### config.mk
export PLATFORM = sky130hd
export DESIGN_NAME = pipeline_ctrl_flat
export DESIGN_NICKNAME = d
export VERILOG_FILES = /design/src/rtl/pipeline_ctrl_if.sv /design/src/rtl/pipeline_ctrl.sv /design/src/flat_wrapper.sv
export SDC_FILE = /design/constraint.sdc
export NUM_CORES = 1
export LEC_CHECK = 0
export CORE_AREA = 2 2 150 108
export DETAILED_ROUTE_END_ITERATION = 8
export DIE_AREA = 0 0 152 110
export GPL_ROUTABILITY_DRIVEN = 1
export GPL_TIMING_DRIVEN = 0
export PLACE_DENSITY = 0.67
export SYNTH_ARGS = -nofsm -noshare
export SYNTH_HDL_FRONTEND = slang
export SYNTH_SLANG_ARGS = --single-unit
### constraint.sdc
create_clock -name clk -period 3.39 [get_ports clk]
set_input_delay 0.678 -clock clk [delete_from_list [all_inputs] [get_ports clk]]
set_output_delay 0.678 -clock clk [all_outputs]
set_load 0.02 [all_outputs]
### src/rtl/pipeline_ctrl_if.sv
// Stage-side handshake bundle for the pipeline controller: per-stage stall
// requests and exception info in, stall vector and PC redirect out.
interface pipeline_ctrl_if;
    logic        stallreq_if;
    logic        stallreq_id;
    logic        stallreq_ex;
    logic        stallreq_mem;
    logic [31:0] excepttype_i;
    logic [31:0] cp0_epc_i;
    logic [5:0]  stall;
    logic        flush;
    logic [31:0] new_pc;

    modport master (
        output stallreq_if, stallreq_id, stallreq_ex, stallreq_mem,
        output excepttype_i, cp0_epc_i,
        input  stall, flush, new_pc
    );

    modport slave (
        input  stallreq_if, stallreq_id, stallreq_ex, stallreq_mem,
        input  excepttype_i, cp0_epc_i,
        output stall, flush, new_pc
    );
endinterface

### src/rtl/pipeline_ctrl.sv
// MIPS32 5-stage pipeline controller: merges stall requests, sequences
// exception/ERET flush with PC redirect, and keeps stall statistics plus a watchdog.
module pipeline_ctrl #(
    parameter logic [31:0] EXC_VECTOR    = 32'hbfc00380,
    parameter int          CNT_W         = 32,
    parameter int          STALL_TIMEOUT = 1024
) (
    input  logic              clk,
    input  logic              rst,
    pipeline_ctrl_if.slave    bus,
    output logic [CNT_W-1:0]  stall_cycles,
    output logic [CNT_W-1:0]  flush_count,
    output logic              stall_timeout
);

    localparam int              WD_W     = $clog2(STALL_TIMEOUT + 1);
    localparam logic [WD_W-1:0] WD_MAX   = WD_W'(STALL_TIMEOUT);
    localparam logic [31:0]     EXC_ERET = 32'h0000000e;

    typedef enum logic {RUN, FLUSH} state_e;

    state_e            state_q, state_d;
    logic              flush_q, flush_d;
    logic [31:0]       new_pc_q, new_pc_d;
    logic [CNT_W-1:0]  stall_cycles_q, stall_cycles_d;
    logic [CNT_W-1:0]  flush_count_q, flush_count_d;
    logic [WD_W-1:0]   wdog_q, wdog_d;
    logic              timeout_q, timeout_d;

    logic              exc_c;
    logic [5:0]        stall_c;

    // Stall is purely combinational so the stage latches hold in the same cycle.
    always_comb begin
        exc_c   = (bus.excepttype_i != 32'h0);
        stall_c = 6'b000000;
        if (rst && state_q == RUN) begin
            if (exc_c)                 stall_c = 6'b111111;
            else if (bus.stallreq_mem) stall_c = 6'b011111;
            else if (bus.stallreq_ex)  stall_c = 6'b001111;
            else if (bus.stallreq_id)  stall_c = 6'b000111;
            else if (bus.stallreq_if)  stall_c = 6'b000011;
        end
    end

    always_comb begin
        state_d        = state_q;
        flush_d        = flush_q;
        new_pc_d       = new_pc_q;
        stall_cycles_d = stall_cycles_q;
        flush_count_d  = flush_count_q;
        wdog_d         = wdog_q;
        timeout_d      = timeout_q;

        case (state_q)
            RUN: begin
                if (exc_c) begin
                    state_d  = FLUSH;
                    flush_d  = 1'b1;
                    new_pc_d = (bus.excepttype_i == EXC_ERET) ? bus.cp0_epc_i : EXC_VECTOR;
                    if (!(&flush_count_q)) flush_count_d = flush_count_q + CNT_W'(1);
                end
            end
            FLUSH: begin
                // Inputs this cycle belong to squashed instructions.
                state_d = RUN;
                flush_d = 1'b0;
            end
            default: begin
                state_d = RUN;
                flush_d = 1'b0;
            end
        endcase

        if (stall_c != 6'b000000 && !(&stall_cycles_q))
            stall_cycles_d = stall_cycles_q + CNT_W'(1);

        if (state_q == RUN && stall_c != 6'b000000) begin
            if (wdog_q != WD_MAX) wdog_d = wdog_q + WD_W'(1);
        end else begin
            wdog_d = '0;
        end
        if (wdog_d == WD_MAX) timeout_d = 1'b1;
    end

    always_ff @(posedge clk) begin
        if (!rst) begin
            state_q        <= RUN;
            flush_q        <= 1'b0;
            new_pc_q       <= 32'h0;
            stall_cycles_q <= '0;
            flush_count_q  <= '0;
            wdog_q         <= '0;
            timeout_q      <= 1'b0;
        end else begin
            state_q        <= state_d;
            flush_q        <= flush_d;
            new_pc_q       <= new_pc_d;
            stall_cycles_q <= stall_cycles_d;
            flush_count_q  <= flush_count_d;
            wdog_q         <= wdog_d;
            timeout_q      <= timeout_d;
        end
    end

    assign bus.stall     = stall_c;
    assign bus.flush     = flush_q;
    assign bus.new_pc    = new_pc_q;
    assign stall_cycles  = stall_cycles_q;
    assign flush_count   = flush_count_q;
    assign stall_timeout = timeout_q;

endmodule

### src/flat_wrapper.sv
// flat-port wrapper written by rule: the top's interface ports become plain ports
module pipeline_ctrl_flat 
#(
    parameter logic [31:0] EXC_VECTOR    = 32'hbfc00380,
    parameter int          CNT_W         = 32,
    parameter int          STALL_TIMEOUT = 1024
)
  (clk, rst, stall_cycles, flush_count, stall_timeout, bus_stallreq_if, bus_stallreq_id, bus_stallreq_ex, bus_stallreq_mem, bus_excepttype_i, bus_cp0_epc_i, bus_stall, bus_flush, bus_new_pc);
  pipeline_ctrl_if bus_i ();
  input  logic clk;
  input  logic rst;
  output logic [CNT_W-1:0] stall_cycles;
  output logic [CNT_W-1:0] flush_count;
  output logic stall_timeout;
  input wire logic [$bits(bus_i.stallreq_if)-1:0] bus_stallreq_if;
  input wire logic [$bits(bus_i.stallreq_id)-1:0] bus_stallreq_id;
  input wire logic [$bits(bus_i.stallreq_ex)-1:0] bus_stallreq_ex;
  input wire logic [$bits(bus_i.stallreq_mem)-1:0] bus_stallreq_mem;
  input wire logic [$bits(bus_i.excepttype_i)-1:0] bus_excepttype_i;
  input wire logic [$bits(bus_i.cp0_epc_i)-1:0] bus_cp0_epc_i;
  output wire logic [$bits(bus_i.stall)-1:0] bus_stall;
  output wire logic [$bits(bus_i.flush)-1:0] bus_flush;
  output wire logic [$bits(bus_i.new_pc)-1:0] bus_new_pc;
  assign bus_i.stallreq_if = bus_stallreq_if;
  assign bus_i.stallreq_id = bus_stallreq_id;
  assign bus_i.stallreq_ex = bus_stallreq_ex;
  assign bus_i.stallreq_mem = bus_stallreq_mem;
  assign bus_i.excepttype_i = bus_excepttype_i;
  assign bus_i.cp0_epc_i = bus_cp0_epc_i;
  assign bus_stall = bus_i.stall;
  assign bus_flush = bus_i.flush;
  assign bus_new_pc = bus_i.new_pc;
  pipeline_ctrl #(.EXC_VECTOR(EXC_VECTOR), .CNT_W(CNT_W), .STALL_TIMEOUT(STALL_TIMEOUT)) u_core (.clk(clk), .rst(rst), .bus(bus_i), .stall_cycles(stall_cycles), .flush_count(flush_count), .stall_timeout(stall_timeout));
endmodule
==> flow_summary.ini, run 1 <==
[yosys]
synth_xor_xnor_area_share_pct = 6.48
synthMuxAreaShare_pct = 3.04
synth_flop_cell = dfxtp_1
ys_seq_area_share_pct = 41.8
synth.area.top_cells = dfxtp_1 (42%), nor2_1 (5.0%), xnor2_1 (4.0%)
synth_warnings = 0
synthCells = 584
ys_types = 54
ys_ff_latch = 110
synth_fa_ha_area_share_pct = 0.950
synth_top_area_share_pct = 41.8
async_flop_share_pct = 0
synth_edf_count = 0
syn_nets = 658
synth_area_per_cell_sq_um = 9.02
synth_top_cell_by_area = dfxtp_1
synth_compound_area_share_pct = 12.1
synth-simple-area-share_pct = 31.2
syn_area_sq_um = 5270
synth_top_family_by_area = simple AND/OR/NAND/NOR gates

[critical_path]
slowest_delay_ps = 410
worstPathArrival_ps = 2590
required_ps = 2710
cp_slowest_cell = clkdlybuf4s50_1
path_max_fanout = 5
crit_chain = clkdlybuf4s50_1 -> nor4_2 -> nand4_2 -> buf_4 -> nor4_4 -> buf_4 -> a21oi_1 -> clkbuf_2
crit_type = primary input to output port
worst_setup_path_start_kind = primary input
cp_common_cell = buf_4
endpoint_kind = output port

[global_route]
antenna_found_initial = 0
grt_pass1_wl_um = 24900
grt_overflow = 0
met1_usage_pct = 24.8
gr-usage-all-layers_pct = 18.3
grt_max_degree = 18
met3_usage_pct = 4.65
grt_pass1_vias = 4891
busiest_layer = met2
gr-usage-met2_pct = 29.6

[sta]
setup_viol = 0
drv_slew = 0
max_freq_mhz = 306
skew_ps = 7.48
tightest_slew_ps = 687
whs_ps = 462
rsz0062_at_grt = no
period_needed_ps = 3270
final_hold_viol_count = 0
period_share_pct = 96.4
relSlewSlack_pct = 54.2

[min_path]
min_path_type = register to register

[power_and_ir_drop]
max-vdd-ir-drop_uv = 237
p_per_area_nw_per_um2 = 354
p_leak_nw = 2.64

[clocking]
root_buffer = clkbuf_16
cts_buffers = 9
insertion_delay_ps = 350
cts_buffer_depth = 2
clkTransAtPathRegs_ps = 70
cts_sinks = 110
cts.htree.levels = 3
ctsHoldBuffers = 0
cts_tree = yes

[finish]
regArea_sq_um = 2200
areaGrowthSynthToFinish_pct = 44.6
diodes = 0
layout_commonest_cell = clkdlybuf4s50_1
layout-drive-gt1-share_pct = 9.02
fill_cells = 1406
fin_nets = 845
fin_cells = 976
multiInputGateArea_sq_um = 2890
layout_common_cells = clkdlybuf4s50_1 (167), dfxtp_1 (110), nor2_1 (70)

[die]
die-area_sq_um = 16700
rows = 38
die_w_um = 152
dieHeight_um = 110
coreArea_sq_um = 15300
boundaryPins = 174
initial_utilization_pct = 34.5

[placed_design]
placedCellCount = 957
gp_congestion = 0.864
dp_hpwl_um = 11900
port-buffer-count = 173

[outcome]
status = finished clean

[routing]
detail-route-antenna-nets = 0
routed_wl_um = 15700
drt-wirelength-per-cell_um = 16.1
vias = 5117
drcViolationCount = 0
first_pass_iters = 5
via_per_inst = 5.24
drt_iter0_markers = 245

[flow_run]
maxCapViolations = 0
report_power, final:
part / total [W] / switching, W / internal, W
logic: 0.000283 / 0.000137 / 0.000146
registers: 0.00133 / 0.0000180 / 0.00131
clock network: 0.00108 / 0.000487 / 0.000596
total: 0.00270 / 0.000642 / 0.00205
cell families (layout without fill, tap and decap cells):
group | after synthesis | count (layout)
buf+inv | 46 | 238
compound gates | 85 | 85
fa+ha+maj | 4 | 4
mux | 16 | 16
xor+xnor | 39 | 39
simple gates | 284 | 284
flops | 110 | 110
cell usage after synthesis, types with 13 or more instances:
master and n:
dfxtp_1 110, nand2_1 44, nand2b_1 13, nor2_1 70, a22oi_1 20, xor2_1 15, nand3_1 33, a21oi_1 23
nor3_1 15, mux2i_1 16, and3_1 16, xnor2_1 24, nand4_1 19, clkbuf_1 20
per-stage QoR:
stage	total power [W]	setup WS (ps)	TNS (ps)	cell area, sq um	utilization (%)
6_report	0.00270	122	0	7620	49.9
5_1_grt	0.00280	0.947	0	7620	49.9
4_1_cts	0.00273	16.9	0	7590	49.8
3_5_place_dp	0.00164	-821	-2990	7250	47.5
3_3_place_gp	0.00163	-735	-2490	7250	47.5
2_1_floorplan	0.00148	423	0	5270	-
final timing paths:
check / from / to / slack [ps] / cells past startpoint
worst max-delay path: bus_excepttype_i[21] / bus_stall[3] / 120 / 8
worst max register to register: u_core.stall_cycles[24] / u_core.stall_cycles[22] / 1250 / 6
worst min-delay path: u_core.bus.flush / u_core.bus.flush / 460 / 2
worst min register to register: u_core.bus.flush / u_core.bus.flush / 460 / 2
area by class of cell:
cell class / instances / area share, %
Buffer: 33 / 2.45
Clock buffer: 11 / 3.19
Clock inverter: 5 / 0.755
Inverter: 11 / 0.542
Multi-Input combinational cell: 428 / 37.9
Sequential cell: 110 / 28.9
Tap cell: 200 / 3.28
Timing Repair Buffer: 178 / 23.0
worst max-delay path: cells and delay by family:
kind,cells,cell delay [ps]
buffers and inverters,4,990
and+or+nand+nor,3,840
AOI/OAI and AO/OA,1,70
registers in the layout, indices dropped and copies added (netlist names):
name and flops:
u_core.bus.new_pc 32, u_core.state_q 1, u_core.stall_timeout 1, u_core.flush_count 32, u_core.wdog_q 11, u_core.stall_cycles 32
u_core.bus.flush 1
metal layers:
layer,wire [um],up-vias
li1,-,2502
met1,7330,2452
met2,7260,152
met3,928,11
met4,155,0
met5,0,-
repair_timing:
item,CTS,global route
buffers inserted,3,2
gates resized for setup,12,6
endpoints found under the setup margin,6,5
pin swaps,3,4
(Power assumes the default switching activity.)
==> run 2, diff against run 1 <==
--- a/config.mk
+++ b/config.mk
@@ -10,7 +10,8 @@
 export DIE_AREA = 0 0 152 110
 export GPL_ROUTABILITY_DRIVEN = 1
 export GPL_TIMING_DRIVEN = 0
-export PLACE_DENSITY = 0.67
+export PLACE_DENSITY = 0.66
+export SETUP_SLACK_MARGIN = 0.3
 export SYNTH_ARGS = -nofsm -noshare
 export SYNTH_HDL_FRONTEND = slang
 export SYNTH_SLANG_ARGS = --single-unit
==> flow_summary.ini, run 2 (synthesized netlist as in run 1, its figures left out) <==
[routing]
routed_wl_um = 15700
detail-route-antenna-nets = 0
first_pass_iters = 5
vias = 5119
drt_iter0_markers = 265
drcViolationCount = 0
drt-wirelength-per-cell_um = 16.1
via_per_inst = 5.24

[sta]
rsz0062_at_grt = yes
relSlewSlack_pct = 54.6
period_needed_ps = 3080
skew_ps = 7.65
tightest_slew_ps = 681
drv_slew = 0
period_share_pct = 90.8
setup_viol = 0
whs_ps = 448
final_hold_viol_count = 0
max_freq_mhz = 325

[finish]
fin_cells = 976
diodes = 0
areaGrowthSynthToFinish_pct = 45.2
layout-drive-gt1-share_pct = 10.2
fin_nets = 847
layout_common_cells = clkdlybuf4s50_1 (145), dfxtp_1 (110), nor2_1 (70)
fill_cells = 1416
post-route-util_pct = 50.1
finish.instance_area_sq_um = 7650
layout_commonest_cell = clkdlybuf4s50_1

[critical_path]
required_ps = 2710
worstPathArrival_ps = 2400
cp_slowest_cell = clkdlybuf4s50_1
path_max_fanout = 2
cp_common_cell = buf_6
worst_setup_path_start_kind = primary input
path_buf_inv = 6
crit_chain = clkdlybuf4s50_1 -> nor2_1 -> nand4_2 -> nor4_4 -> or2_4 -> buf_6 -> buf_6 -> inv_1 -> buf_4 -> buf_6
crit_type = primary input to output port
slowest_delay_ps = 390
crit_family = simple AND/OR/NAND/NOR gates
endpoint_kind = output port
rrSetupSlack_ps = 1290

[power_and_ir_drop]
max-vdd-ir-drop_uv = 235
p_per_area_nw_per_um2 = 342
power.total_w = 0.00262
p_leak_nw = 2.75

[clocking]
cts.htree.levels = 3
ctsHoldBuffers = 0
cts_tree = yes
cts_buffers = 9
root_buffer = clkbuf_16
cts_buffer_depth = 2
insertion_delay_ps = 350
clkTransAtPathRegs_ps = 70
cts_sinks = 110

[die]
die_w_um = 152
initial_utilization_pct = 34.5
rows = 38
boundaryPins = 174
die-area_sq_um = 16700
dieHeight_um = 110
coreArea_sq_um = 15300

[global_route]
grt_max_degree = 17
met1_usage_pct = 25.8
grt_overflow = 0
grt_pass1_vias = 5013
antenna_found_initial = 0
gr-usage-all-layers_pct = 18.6
busiest_layer = met2
grt_pass1_wl_um = 25400
met3_usage_pct = 3.48
gr-usage-met2_pct = 29.8

[placed_design]
place_area_sq_um = 7250
port-buffer-count = 173
gp_congestion = 0.848
placedCellCount = 957
dp_hpwl_um = 11800

[min_path]
min_path_type = register to register

[outcome]
status = finished clean

[flow_run]
maxCapViolations = 0
[run 2: cell count changes in the layout (fill, tap and decap cells not counted), sizes merged, moves of 2 or more]
cell,change
dlygate4sd2,+6
buf,+7
clkbuf,-2
dlymetal6s2s,+12
clkdlybuf4s50,-22
[run 2: power breakdown]
| part | leakage [nW] | internal, W | switching [W] |
|---|---|---|---|
| clock | 0.133 | 0.000531 | 0.000472 |
| combinational | 1.73 | 0.000145 | 0.000143 |
| sequential | 0.892 | 0.00131 | 0.0000169 |
| total | 2.75 | 0.00199 | 0.000632 |
[run 2: cell type report]
cell class / count / area, sq um / share of cell area [%]
multi-input cells: 428 / 2900 / 38.0
flip-flops and latches: 110 / 2200 / 28.8
repair buffers: 178 / 1770 / 23.1
clock buffers: 11 / 253 / 3.30
well taps: 200 / 250 / 3.27
plain buffers: 35 / 210 / 2.75
inverters: 11 / 41.3 / 0.540
clock inverters: 3 / 21.3 / 0.278
[run 2: final timing paths]
check,from,to,cells past startpoint
hold / removal,u_core.bus.flush,u_core.bus.flush,2
hold reg to reg,u_core.bus.flush,u_core.bus.flush,2
setup / recovery,bus_excepttype_i[6],bus_stall[1],10
setup reg to reg,u_core.stall_cycles[0],u_core.stall_cycles[9],7
[run 2: metrics by stage]
stage | worst slack (ps) | TNS, ps
after CTS | 237 | 0
after global placement | -753 | -1880
after global routing | 237 | 0
after floorplan | 423 | 0
after detailed placement | -766 | -2050
final | 313 | 0
[run 2: worst reg2reg max path: cells and delay by family (launching register included)]
family,cells,cell delay [ps]
DFF,1,400
and+or+nand+nor,5,1240
muxes,1,180
adders and majority gates,1,200
[run 2: repair_timing]
action / 4_1_cts / 5_1_grt
setup endpoints to repair: 6 / 6
resized for setup: 46 / 19
pin swaps: 8 / 7
setup buffers: 5 / 0
[run 2: per-layer routing]
| metal | share of wire, % | up-vias |
|---|---|---|
| li1 | - | 2496 |
| met1 | 48 | 2460 |
| met2 | 46 | 146 |
| met3 | 4.9 | 17 |
| met4 | 1.1 | 0 |
| met5 | 0 | - |
